File: src/rtl/mem_latency_model_pkg.sv
// Shared types for the memory latency model: FSM state encoding and lane helpers.
// Latency: n/a (types and constants only).
// Backpressure: n/a.
// Read-return entries are {data, age}; their widths depend on per-instance
// parameters, so the entry struct is declared inside read_return_fifo.
package memModelPkg;

    typedef enum logic [0:0] {
        IDLE  = 1'b0,
        STALL = 1'b1
    } state_e;

    localparam int BYTE_W = 8;

    // Number of byte lanes on a data bus of the given width.
    function automatic int bytes_per_word(input int data_width);
        return data_width / BYTE_W;
    endfunction

endpackage

File: src/rtl/mem_latency_model_read_return_fifo.sv
// Circular FIFO of read-return entries; every stored age counts down once per cycle.
// Latency: head_vld is high when the head entry's age has reached zero.
// Backpressure: the caller must not push while full; pop only while head_vld.
// Ports: clk/rst, push + push_data/push_age, pop, head_vld/head_data, full, empty, count.
module read_return_fifo
    import memModelPkg::*;
#(
    parameter int DATA_WIDTH      = 32,
    parameter int LATENCY_WIDTH   = 3,
    parameter int MAX_OUTSTANDING = 4
) (
    input  logic                          clk,
    input  logic                          rst,
    input  logic                          push,
    input  logic [DATA_WIDTH-1:0]         push_data,
    input  logic [LATENCY_WIDTH-1:0]      push_age,
    input  logic                          pop,
    output logic                          head_vld,
    output logic [DATA_WIDTH-1:0]         head_data,
    output logic                          full,
    output logic                          empty,
    output logic [$clog2(MAX_OUTSTANDING):0] count
);
    localparam int PTR_W = $clog2(MAX_OUTSTANDING);
    localparam int CNT_W = PTR_W + 1;

    typedef struct packed {
        logic [DATA_WIDTH-1:0]    data;
        logic [LATENCY_WIDTH-1:0] age;
    } read_entry_t;

    read_entry_t [MAX_OUTSTANDING-1:0] entry_q, entry_d;
    logic [PTR_W-1:0] wr_ptr_q, wr_ptr_d;
    logic [PTR_W-1:0] rd_ptr_q, rd_ptr_d;
    logic [CNT_W-1:0] count_q, count_d;

    always_comb begin
        entry_d = entry_q;
        // Ages saturate at zero; free slots decrement too, which is harmless
        // because a push overwrites the whole entry.
        for (int i = 0; i < MAX_OUTSTANDING; i++) begin
            if (entry_q[i].age != '0) begin
                entry_d[i].age = entry_q[i].age - LATENCY_WIDTH'(1);
            end
        end
        if (push) begin
            entry_d[wr_ptr_q] = '{data: push_data, age: push_age};
        end
        // Depth is a power of two, so pointers wrap naturally.
        wr_ptr_d = push ? wr_ptr_q + PTR_W'(1) : wr_ptr_q;
        rd_ptr_d = pop  ? rd_ptr_q + PTR_W'(1) : rd_ptr_q;
        count_d  = count_q + CNT_W'(push) - CNT_W'(pop);
    end

    always_ff @(posedge clk or posedge rst) begin
        if (rst) begin
            entry_q  <= '0;
            wr_ptr_q <= '0;
            rd_ptr_q <= '0;
            count_q  <= '0;
        end else begin
            entry_q  <= entry_d;
            wr_ptr_q <= wr_ptr_d;
            rd_ptr_q <= rd_ptr_d;
            count_q  <= count_d;
        end
    end

    assign empty     = (count_q == '0);
    assign full      = (count_q == CNT_W'(MAX_OUTSTANDING));
    assign count     = count_q;
    assign head_vld  = !empty && (entry_q[rd_ptr_q].age == '0);
    assign head_data = entry_q[rd_ptr_q].data;

endmodule

File: config.mk
export PLATFORM = sky130hd
export DESIGN_NAME = read_return_fifo
export DESIGN_NICKNAME = d
export VERILOG_FILES = /design/src/rtl/mem_latency_model_pkg.sv /design/src/rtl/mem_latency_model_read_return_fifo.sv
export SDC_FILE = /design/constraint.sdc
export NUM_CORES = 1
export LEC_CHECK = 0
export ABC_AREA = 1
export BUFFER_PORTS_ARGS = -buffer_cell sky130_fd_sc_hd__buf_2
export CAP_MARGIN = 10
export CORE_MARGIN = 8
export CORE_UTILIZATION = 50
export DETAILED_ROUTE_END_ITERATION = 8
export PLACE_DENSITY_LB_ADDON = 0.05
export SLEW_MARGIN = 5
export SYNTH_ARGS = -nofsm -noshare
export SYNTH_HDL_FRONTEND = slang
export SYNTH_SLANG_ARGS = --single-unit
File: constraint.sdc
create_clock -name clk -period 4.6 [get_ports clk]
set_input_delay 0 -clock clk [delete_from_list [all_inputs] [get_ports clk]]
set_output_delay 0 -clock clk [all_outputs]
set_load 0.03 [all_outputs]
# Word level (Yosys, flattened, before mapping)
# Cells that the tools add are included.
# classes
n_addsub	8
mul	0
div	0
magnitude_cmp	3
eq_ne	1
shifts	0
muxes	10
n_bitwise	0
n_reduce_logical	9
# ops
op	n
140-bit bitwise mux	1
108-bit two-way mux	1
35-bit binary-select mux with 2-bit select	1
35-bit demux with 2-bit select	1
35-bit two-way mux	2
3-bit two-way mux	4
3-bit nonzero test	4
3-bit by 1-bit subtractor with 3-bit output (second input constant)	4
3-bit logical NOT	2
2-bit by 3-bit less-than comparator with 1-bit output (second input constant)	2
2-bit by 1-bit adder with 2-bit output (second input constant)	2
3-bit by 1-bit adder with 3-bit output	1
3-bit == test (second input constant)	1
3-bit by 1-bit subtractor with 3-bit output	1
2-bit by 1-bit >= comparator with 1-bit output (second input constant)	1
1-bit logical AND	2
1-bit logical NOT	1
# word_totals
regBits	147
latchBits	0
ramBits	0
romBits	0
output_inout_bits	38
word_cells	42
memories	0

# Logic depth before layout (Yosys ltp)
# Gate-level depths: netlist of the first run.
# logic_depth
ltp_word	6
mapped_depth	8
ltp_nobuf	8

# Worst setup path before layout of the first run
# Ideal clock, no wire load.
# synth_path
path_type	register -> register
startpoint	register count_q[0], in the netlist count[0]
endpoint	register count_q[2], in the netlist count[2]
setup_ns	0.129
arrival_time_ns	1.720
required_time_ns	4.471
slack_ns	2.751
stages_incl_launch_ff	9
path_buffers	0
period_less_slack_ns	1.849
cell_sequence	dfrtp_1 > inv_1 > ha_1 > inv_1 > ha_1 > inv_1 > fa_1 > xnor2_1 > xor2_1
# synth_between
elab_chain_len	2
# synth_lines
item	line	source
start, declared	mem_latency_model_read_return_fifo.sv:35	logic [CNT_W-1:0] count_q, count_d;
start signal, assigned	mem_latency_model_read_return_fifo.sv:65	count_q <= count_d;
3-bit by 1-bit adder with 3-bit output	mem_latency_model_read_return_fifo.sv:52	count_d = count_q + CNT_W'(push) - CNT_W'(pop);
3-bit by 1-bit subtractor with 3-bit output	mem_latency_model_read_return_fifo.sv:52	
named net count_d[2]	mem_latency_model_read_return_fifo.sv:35	
# The timed path passes the listed nets, and every way through them passes these cells.
# A chain may end at the register's enable or synchronous reset.

# Worst setup path after layout of the first run
# layout_path
startpoint	register rd_ptr_q[1]
endpoint	output port head_data[1]
# layout_between
elab_chain_len	2
# layout_lines
item	line	source
start, declared	mem_latency_model_read_return_fifo.sv:34	logic [PTR_W-1:0] rd_ptr_q, rd_ptr_d;
start signal, assigned	mem_latency_model_read_return_fifo.sv:64	rd_ptr_q <= rd_ptr_d;
35-bit binary-select mux with 2-bit select	mem_latency_model_read_return_fifo.sv:73	assign head_data = entry_q[rd_ptr_q].data;
35-bit two-way mux (not written as such)	mem_latency_model_read_return_fifo.sv:73	
end, declared	mem_latency_model_read_return_fifo.sv:19	output logic [DATA_WIDTH-1:0] head_data,
# Every way passes these cells. The select of a mux whose other input is x is not followed.

==> results.yml, run 1 <==
global_route:
  grt_pass1_vias: 5363
  grt_max_degree: 92
  grt_pass1_wl_mm: 27.0
  grt_overflow_total: 0
  antenna_found_initial: 0
  grt_usage: 0.189
setup_path:
  cp_max_fo: 34
  required_ns: 4.60
  critical_path_class: "flop to output pin"
  endpoint_kind: "output pin"
  start_kind: "flop"
  arrival_ns: 2.25
clock_network:
  clock_path_buffers: 2
  cts_sinks: 147
  h-tree-depth: 4
  cts_tree: "yes"
  post_cts_resize_count: 0
  cts_buffers: 17
  cts-root-buf: "clkbuf_16"
  clk_pin_slew_ns: 0.06
  clock_latency_ns: 0.43
yosys:
  yosys.area_share.simple: 0.133
  ys_seq_area_frac: 0.537
  ys_ff_latch: 147
  syn-instance-count: 765
  yosysUniqueCellTypes: 25
  syn_area_per_cell_um2: 8.96
  synth_xor_area_frac: 0.0115
  synth_warnings: 0
  synth_top_family_by_area: "compound AO/OA/AOI/OAI gates"
  syn-num-nets: 823
  synth_compound_area_frac: 0.188
  synth_fa_ha_area_frac: 0.0358
  mappedNetlistArea_mm2: 0.00685
  muxShareOfSynthArea: 0
die:
  start_util: 0.515
  pin_count: 77
  die-width_um: 133
  die_area_mm2: 0.0177
  core_mm2: 0.0133
  fp.dieH_um: 133
  num_rows: 42
detailed_routing:
  drc_errors: 0
  wl_per_cell_um: 15.2
  first_pass_iters: 5
  dr_total_vias: 5452
  ant_nets: 0
  vias_per_cell: 5.24
  routed_wl_mm: 15.8
  dr.first_iter.drc_count: 439
hold_path:
  hold_class: "input port to asynchronous set/reset pin"
layout:
  nets: 909
  multiInputGateArea_mm2: 0.00253
  insertedDiodeCount: 0
  fin_util: 0.606
  fillCellCount: 1173
  ff_latch_area_mm2: 0.00368
  layout_commonest_cell: "o21ai_0"
  drive_gt1_frac: 0.155
  syn_to_final_growth_pct: 17.5
  stdcell_area_mm2: 0.00805
  mostFrequentLayoutCells: "o21ai_0 (171), nand2_1 (150), dfrtp_1 (146)"
timing:
  worst_pin_slew_ns: 0.826
  min_period_ns: 2.25
  fin_skew_ns: 0.0103
  timing.setup.tns_ns: 0
  maxSlewViolCount: 0
  finalWorstSetupSlack_ns: 2.35
  fmaxAchievable_mhz: 444
  setup_viol: 0
  fin_crit_sh: 0.490
  rsz0062_at_grt: "no"
  max_slew_margin: 0.449
  final_hold_viol_count: 0
power:
  power.leakage_nw: 3.99
  ir_drop_mv: 0.446
  power_density_mw_per_mm2: 809
  p_total_mw: 6.52
job:
  maxCapViolCount: 0
place:
  post-place-ws_ns: 2.79
  place_area_mm2: 0.00708
  place.gp.congestion: 0.741
  io_buffers: 76
  dpl.hpwl_mm: 8.90
outcome:
  status: "finished clean"
[critical path, cell delays in order, from the launching register on]
cell and delay, ns:
dfrtp_1 0.35, buf_4 0.25, inv_2 0.58, o21ai_0 0.25
o22ai_1 0.17, buf_2 0.22
[through the flow]
step	std cells	hold WS [ns]
global route	1040	0.359
floorplan	765	0.0871
global placement	970	0.220
finish	1040	0.273
CTS	1040	0.315
detailed placement	970	0.219
[synthesized netlist by cell type (all sizes together)]
master / count / area (µm²)
o21ai: 205 / 1070
nand2: 154 / 608
dfrtp: 147 / 3680
nor2: 78 / 295
inv: 65 / 246
buf: 36 / 343
o22ai: 32 / 200
ha: 18 / 225
clkbuf: 14 / 55.1
xor2: 8 / 70.1
a21oi: 4 / 20.0
fa: 1 / 20.0
nand3: 1 / 5.00
nor3: 1 / 5.00
xnor2: 1 / 8.76
[state kept, by name (all words and copies together) (netlist names)]
name      flops
rd_ptr_q      2
entry_q     140
count         3
wr_ptr_q      2
[where the power goes]
group          internal (mW)  switching [mW]  leakage, nW
sequential              1.90           0.332         1.83
combinational          0.925            1.99         1.87
clock                  0.830           0.539        0.284
total                   3.66            2.86         3.99
[layout make-up]
class	count	share of cell area
Inverter	65	0.0312
Clock buffer	21	0.0572
Tap cell	176	0.0273
Multi-Input combinational cell	503	0.314
Clock inverter	11	0.0160
Timing Repair Buffer	117	0.0973
Sequential cell	147	0.457
[cells by family (layout without fill, tap and decap cells)]
family	after synthesis	count (layout)
DFF	147	147
adders and majority gates	19	19
xor gates and xnor gates	9	9
and+or+nand+nor	234	234
buffers and inverters	115	214
AOI/OAI and AO/OA	241	241
[what timing repair did]
item / in CTS / in global routing
hold buffers: 38 / 0
hold endpoints to repair: 234 / 0
setup buffers: 0 / 0
[path summary, 6_finish.rpt]
| check | startpoint | endpoint | slack (ns) | depth (start not counted) |
|---|---|---|---|---|
| max | rd_ptr_q[1] | head_data[1] | 2.35 | 5 |
| min | rst | entry_q[123] | 0.27 | 3 |
| max reg2reg | wr_ptr_q[0] | entry_q[1] | 2.85 | 6 |
| min reg2reg | entry_q[62] | entry_q[62] | 0.48 | 2 |
| max in group asynchronous | rst | entry_q[3] | 3.06 | 4 |
| min in group clk | pop | rd_ptr_q[0] | 0.34 | 3 |
[layer usage]
metal | GRT usage | vias up | wire (µm)
met4 | 0.0662 | 0 | 252
met1 | 0.251 | 2618 | 7350
met3 | 0.0545 | 19 | 870
met5 | 0 | - | 0
li1 | - | 2663 | -
met2 | 0.290 | 152 | 7290
No activity file was read; power rests on OpenSTA's default activity.
==> inputs of run 2 (changes only) <==
--- a/config.mk
+++ b/config.mk
@@ -5,7 +5,7 @@
 export SDC_FILE = /design/constraint.sdc
 export NUM_CORES = 1
 export LEC_CHECK = 0
-export ABC_AREA = 1
+export ABC_AREA = 0
 export BUFFER_PORTS_ARGS = -buffer_cell sky130_fd_sc_hd__buf_2
 export CAP_MARGIN = 10
 export CORE_MARGIN = 8
==> constraint.sdc (replaced) <==
create_clock -name clk -period 1.9 [get_ports clk]
set_input_delay 0 -clock clk [delete_from_list [all_inputs] [get_ports clk]]
set_output_delay 0 -clock clk [all_outputs]
set_load 0.03 [all_outputs]
==> results.yml, run 2 <==
die:
  start_util: 0.515
  num_rows: 42
  core_mm2: 0.0133
  die-width_um: 133
  fp.dieH_um: 133
  pin_count: 77
  die_area_mm2: 0.0177
layout:
  fin_cells: 729
  insertedDiodeCount: 0
  fillCellCount: 1035
  largest_register_ffs: 140
  syn_to_final_growth_pct: 21.1
  nets: 602
  mostFrequentLayoutCells: "dfrtp_1 (145), mux2_2 (125), buf_2 (69)"
  drive_gt1_frac: 0.510
  layout_commonest_cell: "dfrtp_1"
  registers.top_by_ff_count: "entry_q"
clock_network:
  clk_pin_slew_ns: 0.05
  cts_tree: "yes"
  clock_latency_ns: 0.42
  cts_buffers: 17
  cts-root-buf: "clkbuf_16"
  cts_sinks: 147
  clock_path_buffers: 2
  h-tree-depth: 4
timing:
  finalWorstSetupSlack_ns: 0.0329
  max_slew_margin: 0.585
  final_hold_viol_count: 0
  fin_crit_sh: 0.983
  fmaxAchievable_mhz: 536
  worst_pin_slew_ns: 0.622
  setup_viol: 0
  min_period_ns: 1.87
  fin_skew_ns: 0.00468
  rsz0062_at_grt: "yes"
  timing.setup.tns_ns: 0
  maxSlewViolCount: 0
setup_path:
  r2r_slack_ns: 0.19
  cp_max_fo: 8
  start_kind: "flop"
  critical_path_class: "flop to output pin"
  reg2reg_depth: 8
  arrival_ns: 1.87
  r2r-end: "count[2]"
  required_ns: 1.90
  endpoint_kind: "output pin"
  r2r_start: "count[0]"
yosys:
  syn_area_per_cell_um2: 16.3
  yosysTopAreaCell: "dfrtp_1"
  synth_ff_type: "dfrtp_1"
  synth_common_cells: "dfrtp_1 (147), mux2_2 (125), inv_1 (23), mux4_2 (23), ha_1 (18)"
  mappedNetlistArea_mm2: 0.00684
  ys_async_sr_fraction: 1.00
  yosys.area.top_type_share: 0.538
  yosysMostFrequentCell: "dfrtp_1"
  ys_seq_area_frac: 0.538
  synth.area.top_cells: "dfrtp_1 (54%), mux2_2 (21%), mux4_2 (7.6%)"
  syn-num-nets: 479
  yosysUniqueCellTypes: 26
  synth_warnings: 0
  synth_edf_count: 0
  ys_ff_latch: 147
  syn-instance-count: 421
place:
  dpl.hpwl_mm: 8.37
  post-place-ws_ns: 0.179
  dpl.cell_count: 661
  io_buffers: 76
  place.gp.congestion: 0.717
power:
  power.leakage_nw: 3.74
  power_density_mw_per_mm2: 1960
  ir_drop_mv: 1.10
global_route:
  grt_overflow_total: 0
  grt_max_degree: 53
  antenna_found_initial: 0
  grt_pass1_wl_mm: 22.5
  grt_usage: 0.163
  grt_pass1_vias: 4290
detailed_routing:
  ant_nets: 0
  wl_per_cell_um: 18.4
  vias_per_cell: 5.30
  dr_total_vias: 3866
  drc_errors: 0
  routed_wl_mm: 13.4
  first_pass_iters: 4
  dr.first_iter.drc_count: 187
outcome:
  status: "finished clean"
hold_path:
  min_from: "push"
  hold_depth: 3
  holdPathEnd: "wr_ptr_q[1]"
  hold_class: "input port to flop"
job:
  maxCapViolCount: 0
run 2: cell families (layout without fill, tap and decap cells):
group | count (synthesis) | count (layout) | share of synthesized area
buf+inv | 44 | 176 | 0.0465
fa+ha+maj | 19 | 19 | 0.0358
mux | 165 | 165 | 0.333
flops | 147 | 147 | 0.538
compound gates | 15 | 15 | 0.0124
simple gates | 22 | 22 | 0.0230
xor+xnor | 9 | 9 | 0.0115
run 2: metal layers:
metal / global-route usage / wire (µm) / vias to the layer above
met5: 0 / 0 / -
met4: 0.0700 / 251 / 0
met1: 0.211 / 6200 / 2005
li1: - / - / 1771
met3: 0.0439 / 540 / 20
met2: 0.254 / 6410 / 70
run 2: through the flow:
stage                     total power [mW]  instance area (µm²)  hold slack, ns  utilization
after floorplan                       11.5                 6850          0.0871            -
after global placement                12.9                 7350           0.115        0.553
after detailed placement              13.2                 7350           0.115        0.553
after CTS                             16.4                 8280          0.0201        0.622
after global routing                  17.2                 8280          0.0672        0.623
final                                 16.2                 8280          0.0331        0.623
run 2: timing repair:
action	4_1_cts	5_1_grt
endpoints found under the hold margin	164	0
buffers inserted	3	0
pin swaps	1	0
setup endpoints to repair	30	15
gates resized for setup	12	5
hold buffers	37	0
run 2: cell type report:
type,instances,area (µm²),area share
Sequential cell,147,3680,0.445
Inverter,23,90.1,0.0109
Clock buffer,22,484,0.0585
Multi-Input combinational cell,230,2850,0.343
Timing Repair Buffer,125,928,0.112
Tap cell,176,220,0.0266
Clock inverter,6,32.5,0.00393
run 2: power breakdown:
group | internal [mW] | switching, mW | total [mW]
Combinational | 3.79 | 3.82 | 7.61
Sequential | 4.77 | 0.896 | 5.67
Clock | 1.76 | 1.19 | 2.95
run 2: worst max path at each step:
stage | start | end | cells after the start
2_1_floorplan | rst | count[0] | 1
3_3_place_gp | count[0] | count[2] | 8
3_5_place_dp | count[0] | count[2] | 8
4_1_cts | rd_ptr_q[0] | head_data[4] | 3
5_1_grt | rd_ptr_q[0] | head_data[1] | 3
6_report | rd_ptr_q[0] | head_vld | 4
run 2: critical path, cell delays in order (launching register included):
cell and delay (ns):
dfrtp_4 0.56, nor4_1 0.34, a41oi_1 0.10, a211oi_2 0.26, buf_4 0.20
